**src/rtl/apb_to_axi_bridge_if.sv**
```systemverilog
// APB responder + single-beat AXI manager signal bundle for apb_to_axi_bridge.
interface apb_to_axi_bridge_if #(
  parameter int AXI_WIDTH_ID = 4,
  parameter int AXI_WIDTH_AD = 32,
  parameter int AXI_WIDTH_DA = 32
);
  localparam int AXI_WIDTH_DS = AXI_WIDTH_DA / 8;

  logic                    PSEL;
  logic                    PENABLE;
  logic                    PWRITE;
  logic [AXI_WIDTH_AD-1:0] PADDR;
  logic [AXI_WIDTH_DA-1:0] PWDATA;
  logic [AXI_WIDTH_DS-1:0] PSTRB;
  logic [2:0]              PPROT;
  logic [AXI_WIDTH_DA-1:0] PRDATA;
  logic                    PREADY;
  logic                    PSLVERR;

  logic [AXI_WIDTH_ID-1:0] AWID;
  logic [AXI_WIDTH_AD-1:0] AWADDR;
  logic [3:0]              AWLEN;
  logic [2:0]              AWSIZE;
  logic [1:0]              AWBURST;
  logic [2:0]              AWPROT;
  logic                    AWVALID;
  logic                    AWREADY;

  logic [AXI_WIDTH_ID-1:0] WID;
  logic [AXI_WIDTH_DA-1:0] WDATA;
  logic [AXI_WIDTH_DS-1:0] WSTRB;
  logic                    WLAST;
  logic                    WVALID;
  logic                    WREADY;

  logic [AXI_WIDTH_ID-1:0] BID;
  logic [1:0]              BRESP;
  logic                    BVALID;
  logic                    BREADY;

  logic [AXI_WIDTH_ID-1:0] ARID;
  logic [AXI_WIDTH_AD-1:0] ARADDR;
  logic [3:0]              ARLEN;
  logic [2:0]              ARSIZE;
  logic [1:0]              ARBURST;
  logic [2:0]              ARPROT;
  logic                    ARVALID;
  logic                    ARREADY;

  logic [AXI_WIDTH_ID-1:0] RID;
  logic [AXI_WIDTH_DA-1:0] RDATA;
  logic [1:0]              RRESP;
  logic                    RLAST;
  logic                    RVALID;
  logic                    RREADY;

  modport slave (
    input  PSEL, PENABLE, PWRITE, PADDR, PWDATA, PSTRB, PPROT,
    output PRDATA, PREADY, PSLVERR,
    output AWID, AWADDR, AWLEN, AWSIZE, AWBURST, AWPROT, AWVALID,
    input  AWREADY,
    output WID, WDATA, WSTRB, WLAST, WVALID,
    input  WREADY,
    input  BID, BRESP, BVALID,
    output BREADY,
    output ARID, ARADDR, ARLEN, ARSIZE, ARBURST, ARPROT, ARVALID,
    input  ARREADY,
    input  RID, RDATA, RRESP, RLAST, RVALID,
    output RREADY
  );

  modport master (
    output PSEL, PENABLE, PWRITE, PADDR, PWDATA, PSTRB, PPROT,
    input  PRDATA, PREADY, PSLVERR,
    input  AWID, AWADDR, AWLEN, AWSIZE, AWBURST, AWPROT, AWVALID,
    output AWREADY,
    input  WID, WDATA, WSTRB, WLAST, WVALID,
    output WREADY,
    output BID, BRESP, BVALID,
    input  BREADY,
    input  ARID, ARADDR, ARLEN, ARSIZE, ARBURST, ARPROT, ARVALID,
    output ARREADY,
    output RID, RDATA, RRESP, RLAST, RVALID,
    input  RREADY
  );
endinterface

```
**src/rtl/apb_to_axi_bridge.sv**
```systemverilog
// APB responder to single-beat AXI manager; one transaction in flight,
// APB access phase is stretched until the AXI response returns.
module apb_to_axi_bridge #(
  parameter int AXI_WIDTH_ID = 4,
  parameter int AXI_WIDTH_AD = 32,
  parameter int AXI_WIDTH_DA = 32,
  parameter int AXI_ID       = 0
) (
  input logic PCLK,
  input logic PRESET,
  apb_to_axi_bridge_if.slave bus
);
  localparam int AXI_WIDTH_DS = AXI_WIDTH_DA / 8;
  localparam logic [AXI_WIDTH_ID-1:0] ID_C = AXI_WIDTH_ID'(AXI_ID);

  localparam logic [2:0] IDLE    = 3'd0;
  localparam logic [2:0] WR_REQ  = 3'd1;
  localparam logic [2:0] WR_RESP = 3'd2;
  localparam logic [2:0] RD_REQ  = 3'd3;
  localparam logic [2:0] RD_DATA = 3'd4;
  localparam logic [2:0] DONE    = 3'd5;

  logic [2:0]              state_q, state_d;
  logic [AXI_WIDTH_AD-1:0] addr_q, addr_d;
  logic [AXI_WIDTH_DA-1:0] wdata_q, wdata_d;
  logic [AXI_WIDTH_DS-1:0] strb_q, strb_d;
  logic [2:0]              prot_q, prot_d;
  logic                    awvalid_q, awvalid_d;
  logic                    wvalid_q, wvalid_d;
  logic                    arvalid_q, arvalid_d;
  logic [AXI_WIDTH_DA-1:0] prdata_q, prdata_d;
  logic                    pslverr_q, pslverr_d;

  always_comb begin
    state_d   = state_q;
    addr_d    = addr_q;
    wdata_d   = wdata_q;
    strb_d    = strb_q;
    prot_d    = prot_q;
    awvalid_d = awvalid_q;
    wvalid_d  = wvalid_q;
    arvalid_d = arvalid_q;
    prdata_d  = prdata_q;
    pslverr_d = pslverr_q;
    unique case (state_q)
      IDLE: begin
        if (bus.PSEL && !bus.PENABLE) begin
          addr_d  = bus.PADDR;
          wdata_d = bus.PWDATA;
          strb_d  = bus.PSTRB;
          prot_d  = bus.PPROT;
          if (bus.PWRITE) begin
            state_d   = WR_REQ;
            awvalid_d = 1'b1;
            wvalid_d  = 1'b1;
          end else begin
            state_d   = RD_REQ;
            arvalid_d = 1'b1;
          end
        end
      end
      WR_REQ: begin
        // AW and W complete independently, in either order
        if (bus.AWREADY) awvalid_d = 1'b0;
        if (bus.WREADY)  wvalid_d  = 1'b0;
        if (!awvalid_d && !wvalid_d) state_d = WR_RESP;
      end
      WR_RESP: begin
        if (bus.BVALID) begin
          pslverr_d = bus.BRESP[1];
          state_d   = DONE;
        end
      end
      RD_REQ: begin
        if (bus.ARREADY) begin
          arvalid_d = 1'b0;
          state_d   = RD_DATA;
        end
      end
      RD_DATA: begin
        if (bus.RVALID) begin
          prdata_d  = bus.RDATA;
          pslverr_d = bus.RRESP[1];
          state_d   = DONE;
        end
      end
      DONE:    state_d = IDLE;
      default: state_d = IDLE;
    endcase
  end

  always_ff @(posedge PCLK or posedge PRESET) begin
    if (PRESET) begin
      state_q   <= IDLE;
      addr_q    <= '0;
      wdata_q   <= '0;
      strb_q    <= '0;
      prot_q    <= '0;
      awvalid_q <= 1'b0;
      wvalid_q  <= 1'b0;
      arvalid_q <= 1'b0;
      prdata_q  <= '0;
      pslverr_q <= 1'b0;
    end else begin
      state_q   <= state_d;
      addr_q    <= addr_d;
      wdata_q   <= wdata_d;
      strb_q    <= strb_d;
      prot_q    <= prot_d;
      awvalid_q <= awvalid_d;
      wvalid_q  <= wvalid_d;
      arvalid_q <= arvalid_d;
      prdata_q  <= prdata_d;
      pslverr_q <= pslverr_d;
    end
  end

  assign bus.PREADY  = (state_q == DONE);
  assign bus.PSLVERR = (state_q == DONE) && pslverr_q;
  assign bus.PRDATA  = prdata_q;

  assign bus.AWID    = ID_C;
  assign bus.AWADDR  = addr_q;
  assign bus.AWLEN   = 4'd0;
  assign bus.AWSIZE  = 3'b010;
  assign bus.AWBURST = 2'b01;
  assign bus.AWPROT  = prot_q;
  assign bus.AWVALID = awvalid_q;

  assign bus.WID     = ID_C;
  assign bus.WDATA   = wdata_q;
  assign bus.WSTRB   = strb_q;
  assign bus.WLAST   = 1'b1;
  assign bus.WVALID  = wvalid_q;

  assign bus.BREADY  = (state_q == WR_RESP);

  assign bus.ARID    = ID_C;
  assign bus.ARADDR  = addr_q;
  assign bus.ARLEN   = 4'd0;
  assign bus.ARSIZE  = 3'b010;
  assign bus.ARBURST = 2'b01;
  assign bus.ARPROT  = prot_q;
  assign bus.ARVALID = arvalid_q;

  assign bus.RREADY  = (state_q == RD_DATA);

  // IDs and low response bits carry no information with one outstanding
  logic unused_ok;
  assign unused_ok = &{1'b0, bus.BID, bus.BRESP[0], bus.RID,
                       bus.RRESP[0], bus.RLAST};
endmodule

```
**src/flat_wrapper.sv**
```systemverilog
// flat-port wrapper written by rule: the top's interface ports become plain ports
module apb_to_axi_bridge_flat 
#(
  parameter int AXI_WIDTH_ID = 4,
  parameter int AXI_WIDTH_AD = 32,
  parameter int AXI_WIDTH_DA = 32,
  parameter int AXI_ID       = 0
)
  (PCLK, PRESET, bus_PSEL, bus_PENABLE, bus_PWRITE, bus_PADDR, bus_PWDATA, bus_PSTRB, bus_PPROT, bus_PRDATA, bus_PREADY, bus_PSLVERR, bus_AWID, bus_AWADDR, bus_AWLEN, bus_AWSIZE, bus_AWBURST, bus_AWPROT, bus_AWVALID, bus_AWREADY, bus_WID, bus_WDATA, bus_WSTRB, bus_WLAST, bus_WVALID, bus_WREADY, bus_BID, bus_BRESP, bus_BVALID, bus_BREADY, bus_ARID, bus_ARADDR, bus_ARLEN, bus_ARSIZE, bus_ARBURST, bus_ARPROT, bus_ARVALID, bus_ARREADY, bus_RID, bus_RDATA, bus_RRESP, bus_RLAST, bus_RVALID, bus_RREADY);
  apb_to_axi_bridge_if #(.AXI_WIDTH_ID(AXI_WIDTH_ID), .AXI_WIDTH_AD(AXI_WIDTH_AD), .AXI_WIDTH_DA(AXI_WIDTH_DA)) bus_i ();
  input logic PCLK;
  input logic PRESET;
  input wire logic [$bits(bus_i.PSEL)-1:0] bus_PSEL;
  input wire logic [$bits(bus_i.PENABLE)-1:0] bus_PENABLE;
  input wire logic [$bits(bus_i.PWRITE)-1:0] bus_PWRITE;
  input wire logic [$bits(bus_i.PADDR)-1:0] bus_PADDR;
  input wire logic [$bits(bus_i.PWDATA)-1:0] bus_PWDATA;
  input wire logic [$bits(bus_i.PSTRB)-1:0] bus_PSTRB;
  input wire logic [$bits(bus_i.PPROT)-1:0] bus_PPROT;
  output wire logic [$bits(bus_i.PRDATA)-1:0] bus_PRDATA;
  output wire logic [$bits(bus_i.PREADY)-1:0] bus_PREADY;
  output wire logic [$bits(bus_i.PSLVERR)-1:0] bus_PSLVERR;
  output wire logic [$bits(bus_i.AWID)-1:0] bus_AWID;
  output wire logic [$bits(bus_i.AWADDR)-1:0] bus_AWADDR;
  output wire logic [$bits(bus_i.AWLEN)-1:0] bus_AWLEN;
  output wire logic [$bits(bus_i.AWSIZE)-1:0] bus_AWSIZE;
  output wire logic [$bits(bus_i.AWBURST)-1:0] bus_AWBURST;
  output wire logic [$bits(bus_i.AWPROT)-1:0] bus_AWPROT;
  output wire logic [$bits(bus_i.AWVALID)-1:0] bus_AWVALID;
  input wire logic [$bits(bus_i.AWREADY)-1:0] bus_AWREADY;
  output wire logic [$bits(bus_i.WID)-1:0] bus_WID;
  output wire logic [$bits(bus_i.WDATA)-1:0] bus_WDATA;
  output wire logic [$bits(bus_i.WSTRB)-1:0] bus_WSTRB;
  output wire logic [$bits(bus_i.WLAST)-1:0] bus_WLAST;
  output wire logic [$bits(bus_i.WVALID)-1:0] bus_WVALID;
  input wire logic [$bits(bus_i.WREADY)-1:0] bus_WREADY;
  input wire logic [$bits(bus_i.BID)-1:0] bus_BID;
  input wire logic [$bits(bus_i.BRESP)-1:0] bus_BRESP;
  input wire logic [$bits(bus_i.BVALID)-1:0] bus_BVALID;
  output wire logic [$bits(bus_i.BREADY)-1:0] bus_BREADY;
  output wire logic [$bits(bus_i.ARID)-1:0] bus_ARID;
  output wire logic [$bits(bus_i.ARADDR)-1:0] bus_ARADDR;
  output wire logic [$bits(bus_i.ARLEN)-1:0] bus_ARLEN;
  output wire logic [$bits(bus_i.ARSIZE)-1:0] bus_ARSIZE;
  output wire logic [$bits(bus_i.ARBURST)-1:0] bus_ARBURST;
  output wire logic [$bits(bus_i.ARPROT)-1:0] bus_ARPROT;
  output wire logic [$bits(bus_i.ARVALID)-1:0] bus_ARVALID;
  input wire logic [$bits(bus_i.ARREADY)-1:0] bus_ARREADY;
  input wire logic [$bits(bus_i.RID)-1:0] bus_RID;
  input wire logic [$bits(bus_i.RDATA)-1:0] bus_RDATA;
  input wire logic [$bits(bus_i.RRESP)-1:0] bus_RRESP;
  input wire logic [$bits(bus_i.RLAST)-1:0] bus_RLAST;
  input wire logic [$bits(bus_i.RVALID)-1:0] bus_RVALID;
  output wire logic [$bits(bus_i.RREADY)-1:0] bus_RREADY;
  assign bus_i.PSEL = bus_PSEL;
  assign bus_i.PENABLE = bus_PENABLE;
  assign bus_i.PWRITE = bus_PWRITE;
  assign bus_i.PADDR = bus_PADDR;
  assign bus_i.PWDATA = bus_PWDATA;
  assign bus_i.PSTRB = bus_PSTRB;
  assign bus_i.PPROT = bus_PPROT;
  assign bus_PRDATA = bus_i.PRDATA;
  assign bus_PREADY = bus_i.PREADY;
  assign bus_PSLVERR = bus_i.PSLVERR;
  assign bus_AWID = bus_i.AWID;
  assign bus_AWADDR = bus_i.AWADDR;
  assign bus_AWLEN = bus_i.AWLEN;
  assign bus_AWSIZE = bus_i.AWSIZE;
  assign bus_AWBURST = bus_i.AWBURST;
  assign bus_AWPROT = bus_i.AWPROT;
  assign bus_AWVALID = bus_i.AWVALID;
  assign bus_i.AWREADY = bus_AWREADY;
  assign bus_WID = bus_i.WID;
  assign bus_WDATA = bus_i.WDATA;
  assign bus_WSTRB = bus_i.WSTRB;
  assign bus_WLAST = bus_i.WLAST;
  assign bus_WVALID = bus_i.WVALID;
  assign bus_i.WREADY = bus_WREADY;
  assign bus_i.BID = bus_BID;
  assign bus_i.BRESP = bus_BRESP;
  assign bus_i.BVALID = bus_BVALID;
  assign bus_BREADY = bus_i.BREADY;
  assign bus_ARID = bus_i.ARID;
  assign bus_ARADDR = bus_i.ARADDR;
  assign bus_ARLEN = bus_i.ARLEN;
  assign bus_ARSIZE = bus_i.ARSIZE;
  assign bus_ARBURST = bus_i.ARBURST;
  assign bus_ARPROT = bus_i.ARPROT;
  assign bus_ARVALID = bus_i.ARVALID;
  assign bus_i.ARREADY = bus_ARREADY;
  assign bus_i.RID = bus_RID;
  assign bus_i.RDATA = bus_RDATA;
  assign bus_i.RRESP = bus_RRESP;
  assign bus_i.RLAST = bus_RLAST;
  assign bus_i.RVALID = bus_RVALID;
  assign bus_RREADY = bus_i.RREADY;
  apb_to_axi_bridge #(.AXI_WIDTH_ID(AXI_WIDTH_ID), .AXI_WIDTH_AD(AXI_WIDTH_AD), .AXI_WIDTH_DA(AXI_WIDTH_DA), .AXI_ID(AXI_ID)) u_core (.PCLK(PCLK), .PRESET(PRESET), .bus(bus_i));
endmodule
```
**config.mk**
```make
export PLATFORM = sky130hd
export DESIGN_NAME = apb_to_axi_bridge_flat
export DESIGN_NICKNAME = d
export VERILOG_FILES = /design/src/rtl/apb_to_axi_bridge_if.sv /design/src/rtl/apb_to_axi_bridge.sv /design/src/flat_wrapper.sv
export SDC_FILE = /design/constraint.sdc
export NUM_CORES = 1
export LEC_CHECK = 0
export BUFFER_PORTS_ARGS = -buffer_cell sky130_fd_sc_hd__buf_2
export CORE_MARGIN = 3
export CORE_UTILIZATION = 39
export CTS_BUF_LIST = sky130_fd_sc_hd__clkbuf_16
export CTS_CLUSTER_DIAMETER = 120
export DETAILED_ROUTE_END_ITERATION = 10
export PLACE_DENSITY = 0.82
export RECOVER_POWER = 100
export SLEW_MARGIN = 25
export SYNTH_ARGS = -nofsm -noshare
export SYNTH_HDL_FRONTEND = slang
export SYNTH_SLANG_ARGS = --single-unit
```
**constraint.sdc**
```tcl
create_clock -name PCLK -period 3.4 [get_ports PCLK]
set_input_delay 0.51 -clock PCLK [delete_from_list [all_inputs] [get_ports PCLK]]
set_output_delay 0.51 -clock PCLK [all_outputs]
set_load 0.02 [all_outputs]
```
# After elaboration in Yosys (flattened, before gate mapping)
# Index checks and enable logic that the tools add are counted.
# word_totals
latchBits,0
memories,0
inputBits,126
output_inout_bits,176
mem_bits_ro,0
reg_bits,110
ramBits,0
word_cells,60
# op_classes
div_mod_pow,0
order_cmp,0
n_mux,22
add_sub_neg,0
n_eq_ne,12
bitwise,0
shift,0
multipliers,0
n_reduce_logical,16
# op_table
op,count
$mux W3,5
$pmux W3 S5,1
$mux W1,11
$ne A2 B2 Y1 const B,5
$pmux W1 S2,4
$eq A3 B2 Y1 const B,2
$eq A3 B3 Y1 const B,2
$reduce_and A3 Y1,2
$reduce_bool A2 Y1,3
$reduce_and A5 Y1,1
$ne A2 B1 Y1 const B,2
$reduce_and A2 Y1,2
$reduce_and A4 Y1,1
$eq A3 B1 Y1 const B,1
$logic_and A1 B1 Y1,3
$logic_not A1 Y1,3
$logic_not A3 Y1,1
$mux W2,1

# Logic depth before layout (Yosys ltp)
# Gate-level depths: netlist (run 1).
# logic_depth
ltp_word,6
ltp_mapped,6
depth_no_buf,3

# Worst setup path before layout (run 1)
# OpenSTA, ideal clock, no wires.
# synth_path
kind,register to output
start,register u_core.state_q[0]
end,output port bus_PSLVERR
n_path_buf,1
path_stages_with_launch,5
t_required_ps,2890
path_slack_ps,1207
arrival_time_ps,1683
cell_sequence,dfrtp_1 clkbuf_1 inv_1 nor3b_1 and2_1
# synth_via
elab_chain_len,2
# synth_rtl
element,line_no,source
"start, declared",apb_to_axi_bridge.sv:23,"logic [2:0] state_q, state_d;"
"start signal, assigned",apb_to_axi_bridge.sv:105,state_q <= state_d;
$eq A3 B3 Y1,n/a,
named net bus_PREADY,flat_wrapper.sv:21,output wire logic [$bits(bus_i.PREADY)-1:0] bus_PREADY;
$logic_and A1 B1 Y1,apb_to_axi_bridge.sv:119,assign bus.PSLVERR = (state_q == DONE) && pslverr_q;
"end, declared",flat_wrapper.sv:22,output wire logic [$bits(bus_i.PSLVERR)-1:0] bus_PSLVERR;
# The timed path passes the listed nets, and every way through them passes these cells.

# Worst setup path after layout (run 1)
# layout_path
start,register u_core.state_q[2]
end,"register u_core.addr_q[17], in the netlist u_core.bus.ARADDR[17]"
# layout_via
elab_chain_len,2
# layout_rtl
element,line_no,source
$logic_not A3 Y1,apb_to_axi_bridge.sv:45,unique case (state_q)
$reduce_and A2 Y1 (no line),n/a,
"end signal, assigned",apb_to_axi_bridge.sv:106,addr_q <= addr_d;
"end, declared",apb_to_axi_bridge.sv:24,"logic [AXI_WIDTH_AD-1:0] addr_q, addr_d;"
# Every way passes these cells.
# A chain may end at the register's enable or synchronous reset.

==> results.ini, run 1 <==
[detailed_routing]
wirelength_um=10800
top_layer_used=met4
drt_iter0_markers=132
wl_met2_um=5890
num_vias=3293
met1_length_um=3850
drc_errors=0
wl_met3_um=889
antenna_left=0
avgViaCountPerCell=4.53
wl_per_cell_um=14.9
dr.pass1.iters=4

[logic_synthesis]
synth-main-ff-cell=dfrtp_1
synth_edf_count=0
syn_area_per_cell_um2=14.3
async_flop_share=1.00
netlist_area_um2=4820
yosysSeqAreaShare=0.571
syn_inst=336
ys_ff_latch=110
ys_warn_count=0
yosysUniqueCellTypes=34

[finish]
drive_above_1_share=0.412
final_nets=685
diodes=0
fin_area_um2=5940
fill_cells=1105
final-instance-count-excl-fill=727
syn2layout_area_growth_pct=23.3
final_util=0.505

[die]
rows=39
die_area_um2=13700
die_w_um=117
start_util=0.410
die_height_um=117
io_pins=302
coreArea_um2=11800

[clocking]
cts_resized=0
clockBufferDepth=2
cts_buffers=9
insertion_delay_ns=0.33
root_buffer=clkbuf_16
h-tree-depth=3
cts_num_sinks=110
postCtsSetupBuffers=0
clk_pin_slew_worst_paths_ns=0.07
tritoncts=done
cts_hold_buf=0

[critical_path]
critical_path.max_fanout=44
critPathArrivalTime_ns=2.82
end_kind=flip-flop
required_ns=3.61
start_kind=flip-flop
crit_type=flip-flop to flip-flop

[global_routing]
antenna_found_initial=0
grt_pass1_wl_um=16200
gr-total-overflow=0
grt_pass1_vias=3297
grt_usage=0.153
grt_max_degree=59

[placement]
placed_area_um2=5870
dp.cells=712
place.gp.congestion=0.791
place_hpwl_um=8400
io_buffers=259

[sta]
finalCriticalPeriod_ns=2.61
max_slew_margin=0.0348
finalCritPeriodShare=0.767
max_freq_mhz=383
skew_ns=0.00602
report.final.slew_viol_count=0
setup_viol=0
rsz0062_at_grt=no
fin_setup_tns_ns=0
final-hold-violation-count=0
tightest_slew_ns=1.45

[pwr]
powerDensity_nw_per_um2=1050
vdd_ir_drop_max_mv=0.473
power_uw=6240
leakage_uw=0.00271

[worst_hold_path]
hold_class=input port to flip-flop

[job]
maxCapViolations=0

[outcome]
status=completed

==> registers in the layout, indices dropped and copies added (netlist names) <==
signal and cells:
u_core.pslverr_q 1, u_core.state_q 3, u_core.bus.WSTRB 4, u_core.bus.WVALID 1, u_core.bus.AWVALID 1, u_core.bus.WDATA 32, u_core.bus.ARADDR 32, u_core.bus.ARPROT 3
u_core.bus.PRDATA 32, u_core.bus.ARVALID 1
==> layout by cell type, fill, tap and decap left out, drive strengths merged <==
cell type,count
nor3b,4
a21oi,2
nor2b,3
clkinv,4
o311ai,1
a22oi,1
mux2i,4
a2bb2oi,2
buf,116
o21a,1
or3b,2
or4b,1
mux2,104
a211o,1
dfrtp,110
clkbuf,157
nor4,1
o21ai,1
and2,2
o31ai,1
clkinvlp,1
nor2,1
inv,3
nand2,2
conb,31
nor3,2
a22o,1
bufinv,1
nand4b,1
nand3b,1
and3,1
==> routing by layer <==
layer,track usage,up-vias
met5,0,-
met4,0.0657,0
met3,0.0483,13
met2,0.278,163
met1,0.162,1613
li1,-,1504
==> power by group <==
part | total [uW] | internal (uW) | switching, uW
registers | 2410 | 1970 | 438
clock network | 1000 | 560 | 441
logic | 2830 | 998 | 1830
total | 6240 | 3530 | 2710
==> path summary, 6_finish.rpt <==
check	from	endpoint	slack (ns)	depth (start not counted)
setup / recovery	u_core.state_q[2]$_DFFE_PP0P_	u_core.bus.ARADDR[17]$_DFFE_PP0P_	0.79	4
hold / removal	bus_AWREADY	u_core.bus.AWVALID$_DFFE_PP0P_	0.36	2
setup reg to reg	u_core.state_q[2]$_DFFE_PP0P_	u_core.bus.ARADDR[17]$_DFFE_PP0P_	0.79	4
hold reg to reg	u_core.bus.PRDATA[2]$_DFFE_PP0P_	u_core.bus.PRDATA[2]$_DFFE_PP0P_	0.49	1
max in group asynchronous	PRESET	u_core.bus.ARADDR[3]$_DFFE_PP0P_	1.83	3
min in group asynchronous	PRESET	u_core.bus.WDATA[5]$_DFFE_PP0P_	0.61	3
==> through the flow <==
| step | setup slack (ns) | hold WS, ns |
|---|---|---|
| after global placement | 1.26 | 0.464 |
| after floorplan | 1.21 | 0.543 |
| after CTS | 1.25 | 0.344 |
| final | 0.792 | 0.364 |
| after global routing | 0.623 | 0.352 |
| after detailed placement | 1.22 | 0.478 |
==> cells in the mapped netlist (2+ instances only) <==
cell         n  share of area
conb_1       2         0.0016
buf_2        4         0.0042
a21oi_1      2         0.0021
nor2b_1      3         0.0039
mux2_2      97           0.23
inv_1        3         0.0023
mux2_1       7          0.016
buf_6        5          0.012
clkbuf_1     3         0.0023
mux2i_1      4         0.0083
dfrtp_1    110           0.57
nor3b_1      4         0.0062
and2_1       2         0.0026
a2bb2oi_1    2         0.0036
buf_4       68           0.11
nand2_1      2         0.0016
==> final cells by class <==
| type | instances | area [um^2] | share of cell area |
|---|---|---|---|
| clock buffer | 9 | 225 | 0.0379 |
| tap | 164 | 205 | 0.0345 |
| sequential | 110 | 2750 | 0.463 |
| inverter | 3 | 12.5 | 0.00211 |
| clock inverter | 6 | 55.1 | 0.00927 |
| timing repair buffer | 264 | 1140 | 0.192 |
| multi-input combinational | 171 | 1550 | 0.260 |
==> worst max-delay path, stage by stage (launching register included) <==
cell and delay, ns:
dfrtp_1 0.53, or3b_1 0.46, nor3_1 0.21, clkbuf_2 0.83, mux2_2 0.42
==> cells by family after synthesis <==
group | Yosys count | synth area share
compound gates | 11 | 0.0169
buf+inv | 84 | 0.127
flops | 110 | 0.571
mux | 108 | 0.251
other cells | 2 | 0.00156
simple gates | 21 | 0.0317
No activity file was read; power rests on OpenSTA's default activity.
==> run 2, diff against run 1 <==
--- a/config.mk
+++ b/config.mk
@@ -6,12 +6,12 @@
 export NUM_CORES = 1
 export LEC_CHECK = 0
 export BUFFER_PORTS_ARGS = -buffer_cell sky130_fd_sc_hd__buf_2
-export CORE_MARGIN = 3
-export CORE_UTILIZATION = 39
+export CORE_AREA = 3 3 117 119
 export CTS_BUF_LIST = sky130_fd_sc_hd__clkbuf_16
 export CTS_CLUSTER_DIAMETER = 120
 export DETAILED_ROUTE_END_ITERATION = 10
-export PLACE_DENSITY = 0.82
+export DIE_AREA = 0 0 120 122
+export PLACE_DENSITY = 0.77
 export RECOVER_POWER = 100
 export SLEW_MARGIN = 25
 export SYNTH_ARGS = -nofsm -noshare
==> constraint.sdc (replaced) <==
create_clock -name PCLK -period 2.6 [get_ports PCLK]
set_input_delay 0.39 -clock PCLK [delete_from_list [all_inputs] [get_ports PCLK]]
set_output_delay 0.39 -clock PCLK [all_outputs]
set_load 0.02 [all_outputs]
==> run 2 against run 1 <==
Net effect: non-clock buffer count fell by 1; sequential cell count is the same; maximum frequency grew 15%; core utilization fell by 3.6 points; first-iteration DRC count down 24%; clock power up 21%; clock skew increased by 0.0023 ns; clock-buffer cell count unchanged; sequential share of layout area barely moved; design area about the same; largest cell class unchanged; largest power group unchanged; highest routed layer unchanged.
==> results.ini, run 2 (same netlist as run 1, synthesis figures left out) <==
[clocking]
insertion_delay_ns=0.34  ; about the same
clk_pin_slew_worst_paths_ns=0.07  ; about the same
cts_hold_buf=0  ; unchanged
cts_buffers=9  ; unchanged
clockBufferDepth=2  ; unchanged
postCtsSetupBuffers=0  ; unchanged
cts_num_sinks=110  ; unchanged
tritoncts=done
root_buffer=clkbuf_16
h-tree-depth=3  ; unchanged
cts_resized=0  ; unchanged

[critical_path]
crit_chain=or3b_1 > nor3_4 > clkbuf_4 > mux2_2
cp_slowest_stage_delay_ns=0.55  ; -0.28 ns
end_kind=flip-flop
slowest_stage=clkbuf_4
start_kind=flip-flop
required_ns=2.82  ; -0.79 ns
cp-startpoint=u_core.state_q[2]$_DFFE_PP0P_
critical_path.max_fanout=45  ; +2.3%
critPathArrivalTime_ns=2.48  ; -0.34 ns
rr_startpoint=u_core.state_q[2]$_DFFE_PP0P_
crit_type=flip-flop to flip-flop

[pwr]
switching_power_uw=3560  ; +31%
powerDensity_nw_per_um2=1360  ; +29%
seq_power_share=0.391  ; +0.005
sw_frac_of_total=0.441  ; +0.00600
vdd_ir_drop_max_mv=0.545  ; +15%
p_int_uw=4520  ; +28%
leakage_uw=0.00269  ; -0.73%
p_comb_frac=0.459  ; +0.005
p_clk_frac=0.150  ; -0.010
power_uw=8080  ; +29%

[sta]
finalCritPeriodShare=0.871  ; +0.104
final-hold-violation-count=0  ; unchanged
setup_viol=0  ; unchanged
report.final.slew_viol_count=0  ; unchanged
max_slew_margin=0.0301  ; -0.00467
tightest_slew_ns=1.45  ; +0.00701 ns
timing.hold.ws_ns=0.230  ; -0.134 ns
finalCriticalPeriod_ns=2.26  ; -0.343 ns
max_freq_mhz=442  ; +15%
fin_setup_tns_ns=0  ; unchanged
rsz0062_at_grt=no
skew_ns=0.00833  ; +0.00231 ns

[finish]
diodes=0  ; unchanged
seqCellArea_um2=2750  ; unchanged
final_nets=684  ; -0.15%
final_cell_mix=clkbuf_1 (145), buf_2 (114), dfrtp_1 (110)
final_common_cell=clkbuf_1
multi_input_area_um2=1560  ; +0.73%
drive_above_1_share=0.409  ; -0.00355
final_util=0.469  ; -0.0364
fill_cells=1270  ; +15%
syn2layout_area_growth_pct=23.3  ; about the same
final-instance-count-excl-fill=735  ; +1.1%

[global_routing]
use_met2=0.252  ; -0.0264
use_met1=0.157  ; -0.00524
grt_pass1_wl_um=16400  ; +1.4%
grt-busiest-layer=met2
grt_usage=0.141  ; -0.0119
gr-total-overflow=0  ; unchanged
grt_pass1_vias=3290  ; -0.21%
antenna_found_initial=0  ; unchanged
grt_max_degree=111  ; +88%
met3_usage=0.0441  ; -0.00423

[placement]
place_hpwl_um=8230  ; -2.0%
io_buffers=259  ; unchanged
place.gp.congestion=0.757  ; -4.3%
dp.cells=719  ; +0.98%

[die]
die_area_um2=14600  ; +6.7%
rows=41  ; +5.1%
coreArea_um2=12700  ; +7.7%
io_pins=302  ; unchanged
die_w_um=120  ; +2.4%
start_util=0.380  ; -0.0295
die_height_um=122  ; +4.1%

[worst_hold_path]
hold_class=input port to flip-flop
hp-start=bus_WREADY

[outcome]
status=completed

[detailed_routing]
avgViaCountPerCell=4.41  ; -2.6%
num_vias=3244  ; -1.5%
drc_errors=0  ; unchanged
dr.pass1.iters=4  ; unchanged
wl_per_cell_um=14.7  ; -1.3%
wirelength_um=10800  ; -0.21%
drt_iter0_markers=100  ; -24%
antenna_left=0  ; unchanged

[job]
maxCapViolations=0  ; unchanged

[run 2: path summary, 6_finish.rpt]
kind / to / slack [ns] / cells after the start
setup / recovery: u_core.bus.ARADDR[21]$_DFFE_PP0P_ / 0.34 / 4
hold / removal: u_core.bus.WVALID$_DFFE_PP0P_ / 0.23 / 2
setup reg to reg: u_core.bus.ARADDR[21]$_DFFE_PP0P_ / 0.34 / 4
hold reg to reg: u_core.bus.WSTRB[2]$_DFFE_PP0P_ / 0.49 / 1
max in group asynchronous: u_core.bus.PRDATA[3]$_DFFE_PP0P_ / 1.09 / 3
min in group asynchronous: u_core.bus.WSTRB[2]$_DFFE_PP0P_ / 0.60 / 3
[run 2: routing by layer]
metal / share of wire / vias to the layer above
met5: 0 / -
met4: 0.019 / 0
met3: 0.10 / 15
met2: 0.52 / 176
met1: 0.36 / 1553
li1: - / 1500
[run 2: stage by stage]
stage	cell area [um^2]	setup WS [ns]
finish	5940	0.335
detailed placement	5900	0.490
global route	5940	0.205
CTS	6150	0.487
floorplan	4930	0.527
global placement	5900	0.553
[run 2: power by group through the flow]
stage	combinational, uW	clock [uW]	sequential (uW)
6_report	3700	1210	3160
5_1_grt	3960	1350	3290
4_1_cts	4100	1260	3140
3_5_place_dp	4100	0	3150
3_3_place_gp	4030	0	3090
2_1_floorplan	2040	0	4110
[run 2: critical path: cells and delay by family, from the launching register on]
kind          cells  cell delay, ns
simple gates      2            0.64
buf+inv           1            0.55
flops             1            0.52
mux               1            0.41
[run 2: area by class of cell]
class	count	area share
sequential	110	0.463
multi-input combinational	171	0.262
timing repair buffer	263	0.192
clock buffer	9	0.0379
tap	172	0.0362
clock inverter	7	0.00569
inverter	3	0.00211
==> run 3, diff against run 2 <==
--- a/config.mk
+++ b/config.mk
@@ -6,12 +6,12 @@
 export NUM_CORES = 1
 export LEC_CHECK = 0
 export BUFFER_PORTS_ARGS = -buffer_cell sky130_fd_sc_hd__buf_2
-export CORE_AREA = 3 3 117 119
+export CORE_AREA = 3 3 118 120
 export CTS_BUF_LIST = sky130_fd_sc_hd__clkbuf_16
 export CTS_CLUSTER_DIAMETER = 120
 export DETAILED_ROUTE_END_ITERATION = 10
-export DIE_AREA = 0 0 120 122
-export PLACE_DENSITY = 0.77
+export DIE_AREA = 0 0 121 123
+export PLACE_DENSITY = 0.76
 export RECOVER_POWER = 100
 export SLEW_MARGIN = 25
 export SYNTH_ARGS = -nofsm -noshare
==> run 3 against run 2 <==
Net effect: first-iteration DRC count is 63% higher; global-route usage is 1.2 points lower; clock skew is 0.0020 ns higher; critical endpoint is now u_core.bus.PRDATA[19]$_DFFE_PP0P_; largest power group unchanged; highest routed layer unchanged.
==> results.ini, run 3 (same netlist as run 1, synthesis figures left out) <==
[outcome]
status=completed

[clocking]
postCtsSetupBuffers=0  ; unchanged
insertion_delay_ns=0.34  ; about the same
cts_resized=0  ; unchanged
clk_pin_slew_worst_paths_ns=0.07  ; about the same
root_buffer=clkbuf_16
clockBufferDepth=2  ; unchanged
tritoncts=done
cts_hold_buf=0  ; unchanged
cts_buffers=9  ; unchanged
cts_num_sinks=110  ; unchanged
h-tree-depth=3  ; unchanged

[global_routing]
antenna_found_initial=0  ; unchanged
gr-total-overflow=0  ; unchanged
grt_pass1_wl_um=15200  ; -7.3%
grt_usage=0.130  ; -0.0117
grt_max_degree=111  ; unchanged
grt_pass1_vias=3192  ; -3.0%

[critical_path]
crit_type=flip-flop to flip-flop
rrSetupSlack_ns=0.43  ; +0.10 ns
critPathArrivalTime_ns=2.39  ; -0.09 ns
crit_end=u_core.bus.PRDATA[19]$_DFFE_PP0P_
rr_worst_depth=4  ; unchanged
cp-startpoint=u_core.state_q[1]$_DFFE_PP0P_
r2r_end=u_core.bus.PRDATA[19]$_DFFE_PP0P_
rr_startpoint=u_core.state_q[1]$_DFFE_PP0P_
critical_path.max_fanout=32  ; -29%
end_kind=flip-flop
start_kind=flip-flop
required_ns=2.82  ; about the same

[sta]
skew_ns=0.0103  ; +0.00196 ns
max_slew_margin=0.0210  ; -0.00913
final-hold-violation-count=0  ; unchanged
finalCritPeriodShare=0.834  ; -0.0371
tightest_slew_ns=1.47  ; +0.0137 ns
setup_viol=0  ; unchanged
report.final.slew_viol_count=0  ; unchanged
fin_setup_tns_ns=0  ; unchanged
rsz0062_at_grt=no
timing.hold.ws_ns=0.236  ; +0.00568 ns
finalCriticalPeriod_ns=2.17  ; -0.0964 ns
max_freq_mhz=461  ; +4.4%

[placement]
dp.cells=723  ; +0.56%
placed_area_um2=5900  ; about the same
place_hpwl_um=7670  ; -6.9%
place.gp.congestion=0.732  ; -3.2%
io_buffers=259  ; unchanged

[detailed_routing]
wl_met3_um=1050  ; -2.6%
avgViaCountPerCell=4.35  ; -1.3%
dr.pass1.iters=3  ; -1
wirelength_um=10200  ; -5.6%
antenna_left=0  ; unchanged
wl_per_cell_um=13.8  ; -6.1%
drt_iter0_markers=163  ; +63%
met1_length_um=3790  ; -1.4%
num_vias=3218  ; -0.80%
drc_errors=0  ; unchanged
wl_met2_um=5220  ; -7.6%
top_layer_used=met4

[pwr]
vdd_ir_drop_max_mv=0.636  ; +17%
leakage_uw=0.00271  ; +0.93%
powerDensity_nw_per_um2=1370  ; +0.45%

[finish]
final_util=0.459  ; -0.0103
diodes=0  ; unchanged
final-instance-count-excl-fill=739  ; +0.54%
syn2layout_area_growth_pct=24.5
drive_above_1_share=0.416  ; +0.00710
final_cell_mix=clkbuf_1 (145), buf_2 (114), dfrtp_1 (110)
final_nets=684  ; unchanged
fin_area_um2=6000  ; +0.99%
final_common_cell=clkbuf_1

[die]
die_area_um2=14900  ; +1.7%
coreArea_um2=13100  ; +3.3%
die_height_um=123  ; +0.82%
rows=42  ; +2.4%
die_w_um=121  ; +0.83%
io_pins=302  ; unchanged
start_util=0.368  ; -0.0120

[worst_hold_path]
worst_hold_path.num_cells=2  ; unchanged
hold_class=input port to flip-flop

[job]
maxCapViolations=0  ; unchanged

[run 3: critical path: stages, from the launching register on]
cell and delay, ns:
dfrtp_1 0.58, nor2_1 0.25, and3_1 0.19, clkbuf_2 0.61, mux2_2 0.41
[run 3: power breakdown]
part           switching (uW)  internal, uW  total (uW)
sequential                573          2580        3150
combinational            2380          1310        3690
clock                     598           750        1350
total                    3550          4640        8190
[run 3: metrics by stage]
step	power, uW	worst slack (ns)
after global routing	8740	0.243
final	8190	0.432
after floorplan	6160	0.527
after CTS	8610	0.516
after detailed placement	7210	0.519
after global placement	7090	0.557
[run 3: how the worst min path moves through the flow]
stage          slack, ns                            start                          endpoint
6_report            0.24                       bus_WREADY     u_core.bus.WVALID$_DFFE_PP0P_
5_1_grt             0.22                       bus_WREADY     u_core.bus.WVALID$_DFFE_PP0P_
4_1_cts             0.22                           PRESET  u_core.bus.PRDATA[0]$_DFFE_PP0P_
3_5_place_dp        0.48  u_core.bus.WSTRB[2]$_DFFE_PP0P_   u_core.bus.WSTRB[2]$_DFFE_PP0P_
3_3_place_gp        0.47  u_core.bus.WSTRB[1]$_DFFE_PP0P_   u_core.bus.WSTRB[1]$_DFFE_PP0P_
2_1_floorplan       0.47                      bus_AWREADY    u_core.bus.AWVALID$_DFFE_PP0P_
[run 3: layout make-up]
class | count | area [um^2]
Clock buffer | 9 | 225
Clock inverter | 7 | 72.6
Sequential cell | 110 | 2750
Timing Repair Buffer | 263 | 1150
Tap cell | 176 | 220
Multi-Input combinational cell | 171 | 1560
Inverter | 3 | 15.0
Fill cell | 1254 | 7090
[run 3: metal layers]
layer,vias to the layer above,global-route usage
met4,0,0.0482
met5,-,0
met1,1530,0.144
li1,1509,-
met2,170,0.227
met3,9,0.0480
